<file path="src/rtl/dmem_arbiter_if.sv">
// Bundle of the two requester ports and the data-memory bus around dmem_arbiter.
// lock0 exists only when DMEM_ARB_LOCK_EN is defined.
interface dmem_arbiter_if #(
    parameter int AW = 16,
    parameter int DW = 16
);
    logic          req0;
    logic          we0;
    logic [AW-1:0] addr0;
    logic [DW-1:0] wdata0;
    logic          ack0;
    logic [DW-1:0] rdata0;
    logic          req1;
    logic          we1;
    logic [AW-1:0] addr1;
    logic [DW-1:0] wdata1;
    logic          ack1;
    logic [DW-1:0] rdata1;
    logic          mem_we;
    logic [AW-1:0] mem_addr;
    logic [DW-1:0] mem_wdata;
    logic [DW-1:0] mem_rdata;
    logic          busy;
    logic          grant_id;
`ifdef DMEM_ARB_LOCK_EN
    logic          lock0;
`endif

    // Arbiter side
    modport slave (
`ifdef DMEM_ARB_LOCK_EN
        input  lock0,
`endif
        input  req0, we0, addr0, wdata0,
        input  req1, we1, addr1, wdata1,
        input  mem_rdata,
        output ack0, rdata0, ack1, rdata1,
        output mem_we, mem_addr, mem_wdata,
        output busy, grant_id
    );

    // Requester / memory-model side
    modport master (
`ifdef DMEM_ARB_LOCK_EN
        output lock0,
`endif
        output req0, we0, addr0, wdata0,
        output req1, we1, addr1, wdata1,
        output mem_rdata,
        input  ack0, rdata0, ack1, rdata1,
        input  mem_we, mem_addr, mem_wdata,
        input  busy, grant_id
    );
endinterface

</file>
<file path="src/rtl/dmem_arbiter.sv">
// Two-port round-robin arbiter/sequencer for the single-port data memory (IDLE -> ACCESS -> RESP).
// Optional DMEM_ARB_LOCK_EN adds lock0 so port 0 can hold the memory across back-to-back transactions.
module dmem_arbiter #(
    parameter int AW = 16,
    parameter int DW = 16
) (
    input  logic            clk,
    input  logic            rst,
    dmem_arbiter_if.slave   bus
);
    typedef enum logic [1:0] {IDLE, ACCESS, RESP} state_t;

    state_t        state, state_nxt;
    logic          rr_ptr;
    logic          grant_id;
    logic          lat_we;
    logic          grant;
    logic          win;
    logic [AW-1:0] mem_addr_q;
    logic [DW-1:0] mem_wdata_q;
    logic [DW-1:0] rdata0_q;
    logic [DW-1:0] rdata1_q;
`ifdef DMEM_ARB_LOCK_EN
    logic          lock_q;
`endif

    always_comb begin
        state_nxt = state;
        grant     = 1'b0;
        win       = rr_ptr;
        case (state)
            IDLE: begin
                if (bus.req0 && bus.req1) begin
                    grant = 1'b1;
                    win   = rr_ptr;
                end else if (bus.req0) begin
                    grant = 1'b1;
                    win   = 1'b0;
                end else if (bus.req1) begin
                    grant = 1'b1;
                    win   = 1'b1;
                end
`ifdef DMEM_ARB_LOCK_EN
                // A locked port 0 wins regardless of the pointer or port 1
                if (lock_q && bus.req0) win = 1'b0;
`endif
                if (grant) state_nxt = ACCESS;
            end
            ACCESS:  state_nxt = RESP;
            RESP:    state_nxt = IDLE;
            default: state_nxt = IDLE;
        endcase
    end

    always_ff @(posedge clk or negedge rst) begin
        if (!rst) begin
            state       <= IDLE;
            rr_ptr      <= 1'b0;
            grant_id    <= 1'b0;
            lat_we      <= 1'b0;
            mem_addr_q  <= '0;
            mem_wdata_q <= '0;
            rdata0_q    <= '0;
            rdata1_q    <= '0;
`ifdef DMEM_ARB_LOCK_EN
            lock_q      <= 1'b0;
`endif
        end else begin
            state <= state_nxt;
            if (grant) begin
                grant_id    <= win;
                lat_we      <= win ? bus.we1    : bus.we0;
                mem_addr_q  <= win ? bus.addr1  : bus.addr0;
                mem_wdata_q <= win ? bus.wdata1 : bus.wdata0;
`ifdef DMEM_ARB_LOCK_EN
                lock_q      <= 1'b0;
`endif
            end
            if (state == ACCESS && !lat_we) begin
                if (grant_id) rdata1_q <= bus.mem_rdata;
                else          rdata0_q <= bus.mem_rdata;
            end
            if (state == RESP) begin
`ifdef DMEM_ARB_LOCK_EN
                if (!grant_id && bus.lock0) lock_q <= 1'b1;
                else                        rr_ptr <= ~grant_id;
`else
                rr_ptr <= ~grant_id;
`endif
            end
        end
    end

    // Strobe and acks decode straight from state so reset removes them at once
    assign bus.mem_we    = (state == ACCESS) && lat_we;
    assign bus.mem_addr  = mem_addr_q;
    assign bus.mem_wdata = mem_wdata_q;
    assign bus.ack0      = (state == RESP) && !grant_id;
    assign bus.ack1      = (state == RESP) &&  grant_id;
    assign bus.rdata0    = rdata0_q;
    assign bus.rdata1    = rdata1_q;
    assign bus.busy      = (state != IDLE);
    assign bus.grant_id  = grant_id;
endmodule

</file>
<file path="src/flat_wrapper.sv">
// flat-port wrapper written by rule: the top's interface ports become plain ports
module dmem_arbiter_flat 
#(
    parameter int AW = 16,
    parameter int DW = 16
)
  (clk, rst, bus_req0, bus_we0, bus_addr0, bus_wdata0, bus_req1, bus_we1, bus_addr1, bus_wdata1, bus_mem_rdata, bus_ack0, bus_rdata0, bus_ack1, bus_rdata1, bus_mem_we, bus_mem_addr, bus_mem_wdata, bus_busy, bus_grant_id);
  dmem_arbiter_if #(.AW(AW), .DW(DW)) bus_i ();
  input  logic clk;
  input  logic rst;
  input wire logic [$bits(bus_i.req0)-1:0] bus_req0;
  input wire logic [$bits(bus_i.we0)-1:0] bus_we0;
  input wire logic [$bits(bus_i.addr0)-1:0] bus_addr0;
  input wire logic [$bits(bus_i.wdata0)-1:0] bus_wdata0;
  input wire logic [$bits(bus_i.req1)-1:0] bus_req1;
  input wire logic [$bits(bus_i.we1)-1:0] bus_we1;
  input wire logic [$bits(bus_i.addr1)-1:0] bus_addr1;
  input wire logic [$bits(bus_i.wdata1)-1:0] bus_wdata1;
  input wire logic [$bits(bus_i.mem_rdata)-1:0] bus_mem_rdata;
  output wire logic [$bits(bus_i.ack0)-1:0] bus_ack0;
  output wire logic [$bits(bus_i.rdata0)-1:0] bus_rdata0;
  output wire logic [$bits(bus_i.ack1)-1:0] bus_ack1;
  output wire logic [$bits(bus_i.rdata1)-1:0] bus_rdata1;
  output wire logic [$bits(bus_i.mem_we)-1:0] bus_mem_we;
  output wire logic [$bits(bus_i.mem_addr)-1:0] bus_mem_addr;
  output wire logic [$bits(bus_i.mem_wdata)-1:0] bus_mem_wdata;
  output wire logic [$bits(bus_i.busy)-1:0] bus_busy;
  output wire logic [$bits(bus_i.grant_id)-1:0] bus_grant_id;
  assign bus_i.req0 = bus_req0;
  assign bus_i.we0 = bus_we0;
  assign bus_i.addr0 = bus_addr0;
  assign bus_i.wdata0 = bus_wdata0;
  assign bus_i.req1 = bus_req1;
  assign bus_i.we1 = bus_we1;
  assign bus_i.addr1 = bus_addr1;
  assign bus_i.wdata1 = bus_wdata1;
  assign bus_i.mem_rdata = bus_mem_rdata;
  assign bus_ack0 = bus_i.ack0;
  assign bus_rdata0 = bus_i.rdata0;
  assign bus_ack1 = bus_i.ack1;
  assign bus_rdata1 = bus_i.rdata1;
  assign bus_mem_we = bus_i.mem_we;
  assign bus_mem_addr = bus_i.mem_addr;
  assign bus_mem_wdata = bus_i.mem_wdata;
  assign bus_busy = bus_i.busy;
  assign bus_grant_id = bus_i.grant_id;
  dmem_arbiter #(.AW(AW), .DW(DW)) u_core (.clk(clk), .rst(rst), .bus(bus_i));
endmodule
</file>
<file path="config.mk">
export PLATFORM = sky130hd
export DESIGN_NAME = dmem_arbiter_flat
export DESIGN_NICKNAME = d
export VERILOG_FILES = /design/src/rtl/dmem_arbiter_if.sv /design/src/rtl/dmem_arbiter.sv /design/src/flat_wrapper.sv
export SDC_FILE = /design/constraint.sdc
export NUM_CORES = 1
export LEC_CHECK = 0
export ABC_AREA = 1
export CORE_ASPECT_RATIO = 0.9
export CORE_UTILIZATION = 44
export DETAILED_ROUTE_END_ITERATION = 12
export PLACE_DENSITY = 0.92
export SKIP_LAST_GASP = 1
export SLEW_MARGIN = 40
export SYNTH_ARGS = -nofsm -noshare
export SYNTH_HDL_FRONTEND = slang
export SYNTH_SLANG_ARGS = --single-unit
</file>
<file path="constraint.sdc">
create_clock -name clk -period 2.3 [get_ports clk]
set_input_delay 0.46 -clock clk [delete_from_list [all_inputs] [get_ports clk]]
set_output_delay 0.46 -clock clk [all_outputs]
set_load 0.02 [all_outputs]
</file>
==> results by group, run 1 <==
Clock network
  • CTS tree: built
  • CTS Buf Count: 9
  • CTS H-tree depth: 3
  • Longest Clk Path Bufs: 2
  • Post CTS Setup Buffer Count: 0
  • Root buffer cell: clkbuf_8
  • Post-CTS Hold Fix Bufs: 0
  • Clock Pin Slew Worst Setup and Hold Paths: 0.08 ns
  • Sink Count: 69
  • Post_cts resized: 0
  • Worst-Skew Late Latency: 0.33 ns

Route
  • Routed len/inst: 13.2 µm
  • DRT iter0 DRCs: 138
  • Wire length on met2: 4290 µm
  • WL final: 8920 µm
  • # DRC: 0
  • Wl on met1: 3650 µm
  • Pre-antenna DRT Iters: 6
  • Remaining antenna violation count: 0
  • Top Layer Used: met4
  • Met3 WL: 702 µm
  • Vias/cell: 4.80
  • Routed vias: 3233

Pwr
  • Lkg Pwr: 2.64 nW
  • Total power: 7.15 mW
  • Peak supply drop: 0.985 mV
  • Internal power: 4.07 mW
  • NetSw: 3.08 mW
  • Logic pwr share: 55.8%
  • Sequential share of power: 31.0%
  • Switching part of the total: 43.0%
  • Clock power share: 13.2%
  • Power per standard cell area: 1410 nW/µm²

Floorplanning
  • Initial Util: 45.7%
  • Chip height: 83.5 µm
  • Die footprint: 7730 µm²
  • CORE AREA: 7110 µm²
  • Die Width: 92.6 µm
  • Total I/O pin count: 155
  • # rows: 29

Global route
  • Grt total ovfl: 0
  • First-pass GRT wire length: 14900 µm
  • Overall Global Routing Usage: 24.6%
  • Vias in the first global route: 3246
  • Largest net degree at the start of global routing: 36
  • Initial antenna violation count: 0

Worst setup path
  • Endpoint class of the critical path: output pin
  • Reg2Reg Depth: 3
  • Critical-path top delay cell: clkdlybuf4s50_1
  • CP peak stage delay: 0.64 ns
  • Crit path cell chain: inv_2 -> nand2_1 -> nor2_1 -> clkdlybuf4s50_1
  • Arrival time at the worst endpoint: 1.74 ns
  • Critical Path Fanout Max: 3
  • CP Launch Point: u_core.state[0]
  • CP endpoint: bus_ack1
  • RR Startpoint: u_core.state[1]
  • CP Launch Type: register
  • Req. time, crit path: 1.84 ns
  • Flop2flop setup slack: 0.70 ns
  • R2r endpoint: u_core.bus.rdata0[11]
  • Crit Path Category: register to output pin

Cells and area
  • Diode count: 0
  • Synth-to-layout area growth: 56.2%
  • Cell area after layout: 5070 µm²
  • Most common cell after layout, fill and taps aside: clkdlybuf4s50_1
  • Final #Nets: 662
  • Most frequent cells in the layout: 153 x clkdlybuf4s50_1, 134 x nand2_1, 87 x inv_1
  • Layout cells sized above 1: 5.85%

Flow run
  • Maxcap violations: 0

STA
  • Setup TNS: 0 ns
  • Final setup fails: 0
  • Endpoints failing hold: 0
  • Min cycle time layout: 2.20 ns
  • F_max: 454 MHz
  • RSZ-0062 raised after global routing: false
  • Max transition margin: 59.3%
  • Tightest Pin Transition: 0.610 ns
  • Worst clock skew: 0.00718 ns
  • Final Max Tran Viols: 0
  • Period utilisation layout: 95.7%

Synth
  • Area contributors post-synth: dfrtp_1 53%, nand2_1 15%, nand3_1 10%
  • Sequential area share after synthesis: 53.1%
  • Mapped Nets: 510
  • Synth Instances: 424
  • Syn. warnings: 0
  • Post-Syn Area per Cell: 7.66 µm²
  • Largest area contributor in the netlist: dfrtp_1
  • Share of the synthesized area in the top cell type: 53.1%
  • Mapped Area: 3250 µm²
  • Yosys cell types: 18
  • Flop and latch count out of synthesis: 69

Hold path
  • Hold Path Class: input pin to async pin

Place
  • Hpwl dp: 6570 µm
  • Number of I/O port buffers: 154
  • Routability cong.: 0.794
  • Placed Area: 4880 µm²

Run status
  • Status: finished, final reports clean
## cells by family after synthesis
logic type	after synthesis	share of synthesized area, %
and+or+nand+nor	210	27.9
AOI/OAI and AO/OA	35	5.51
buffers and inverters	110	13.5
DFF	69	53.1
## synthesized netlist by cell type
| cell | n |
|---|---|
| nand2_1 | 134 |
| inv_1 | 87 |
| dfrtp_1 | 69 |
| nand3_1 | 66 |
| o21ai_0 | 17 |
| o21ai_1 | 16 |
| buf_2 | 11 |
| clkbuf_1 | 7 |
| buf_4 | 3 |
| nand3_2 | 3 |
| inv_2 | 2 |
| nand2_2 | 2 |
| nor2_1 | 2 |
| a21oi_1 | 1 |
| nor2_2 | 1 |
| nor2_4 | 1 |
| nor3_1 | 1 |
| o21ai_2 | 1 |
## worst min-delay path by stage
stage / from / end / slack, ns / cells past startpoint
2_1_floorplan: rst / u_core.bus.grant_id / 0.16 / 0
3_3_place_gp: u_core.bus.mem_addr[13] / u_core.bus.mem_addr[13] / 0.46 / 2
3_5_place_dp: u_core.bus.mem_addr[11] / u_core.bus.mem_addr[11] / 0.47 / 2
4_1_cts: rst / u_core.bus.mem_addr[12] / 0.11 / 1
5_1_grt: rst / u_core.bus.mem_addr[12] / 0.13 / 1
6_report: rst / u_core.bus.mem_addr[12] / 0.11 / 1
## state kept, by name, indices dropped and copies added (netlist names)
signal                count
u_core.bus.rdata1        16
u_core.bus.grant_id       1
u_core.bus.rdata0        16
u_core.lat_we             1
u_core.bus.mem_wdata     16
u_core.state              2
u_core.bus.mem_addr      16
u_core.rr_ptr             1
## cell type report
cell class / instances / area (µm²)
fill: 550 / 2040
sequential: 69 / 1730
timing repair buffer: 162 / 1620
clock buffer: 10 / 128
inverter: 89 / 334
multi-input combinational: 245 / 1080
clock inverter: 6 / 63.8
tap: 93 / 116
## power groups by stage
stage	sequential (mW)	combinational [mW]	clock [mW]
6_report	2.21	3.99	0.945
5_1_grt	2.29	4.33	1.03
4_1_cts	2.22	4.03	0.972
3_5_place_dp	2.22	4.01	0
3_3_place_gp	2.20	3.89	0
2_1_floorplan	2.89	1.51	0
## critical path, delay by kind of cell, from the launching register on
family | cells | cell delay, ns
DFF | 1 | 0.42
buffers and inverters | 2 | 0.73
and+or+nand+nor | 2 | 0.26
## stage by stage
stage / worst slack [ns] / hold WS (ns) / util [%] / instances
after detailed placement: 0.426 / 0.472 / 68.7 / 658
after CTS: 0.0820 / 0.113 / 71.4 / 674
after global routing: 0.00360 / 0.126 / 71.4 / 674
after floorplan: 0.900 / 0.164 / - / 424
after global placement: 0.498 / 0.462 / 68.7 / 658
final: 0.0990 / 0.113 / 71.4 / 674
## routing by layer
metal | up-vias | track usage, %
met5 | - | 0
met3 | 23 | 6.56
li1 | 1579 | -
met2 | 160 | 39.8
met4 | 0 | 9.80
met1 | 1471 | 31.4
(Power assumes the default switching activity.)
==> inputs of run 2 (changes only) <==
CAP_MARGIN = 10   (was default)
==> results of run 2 <==
Final layout, timing and power as in run 1 (identical DEF).
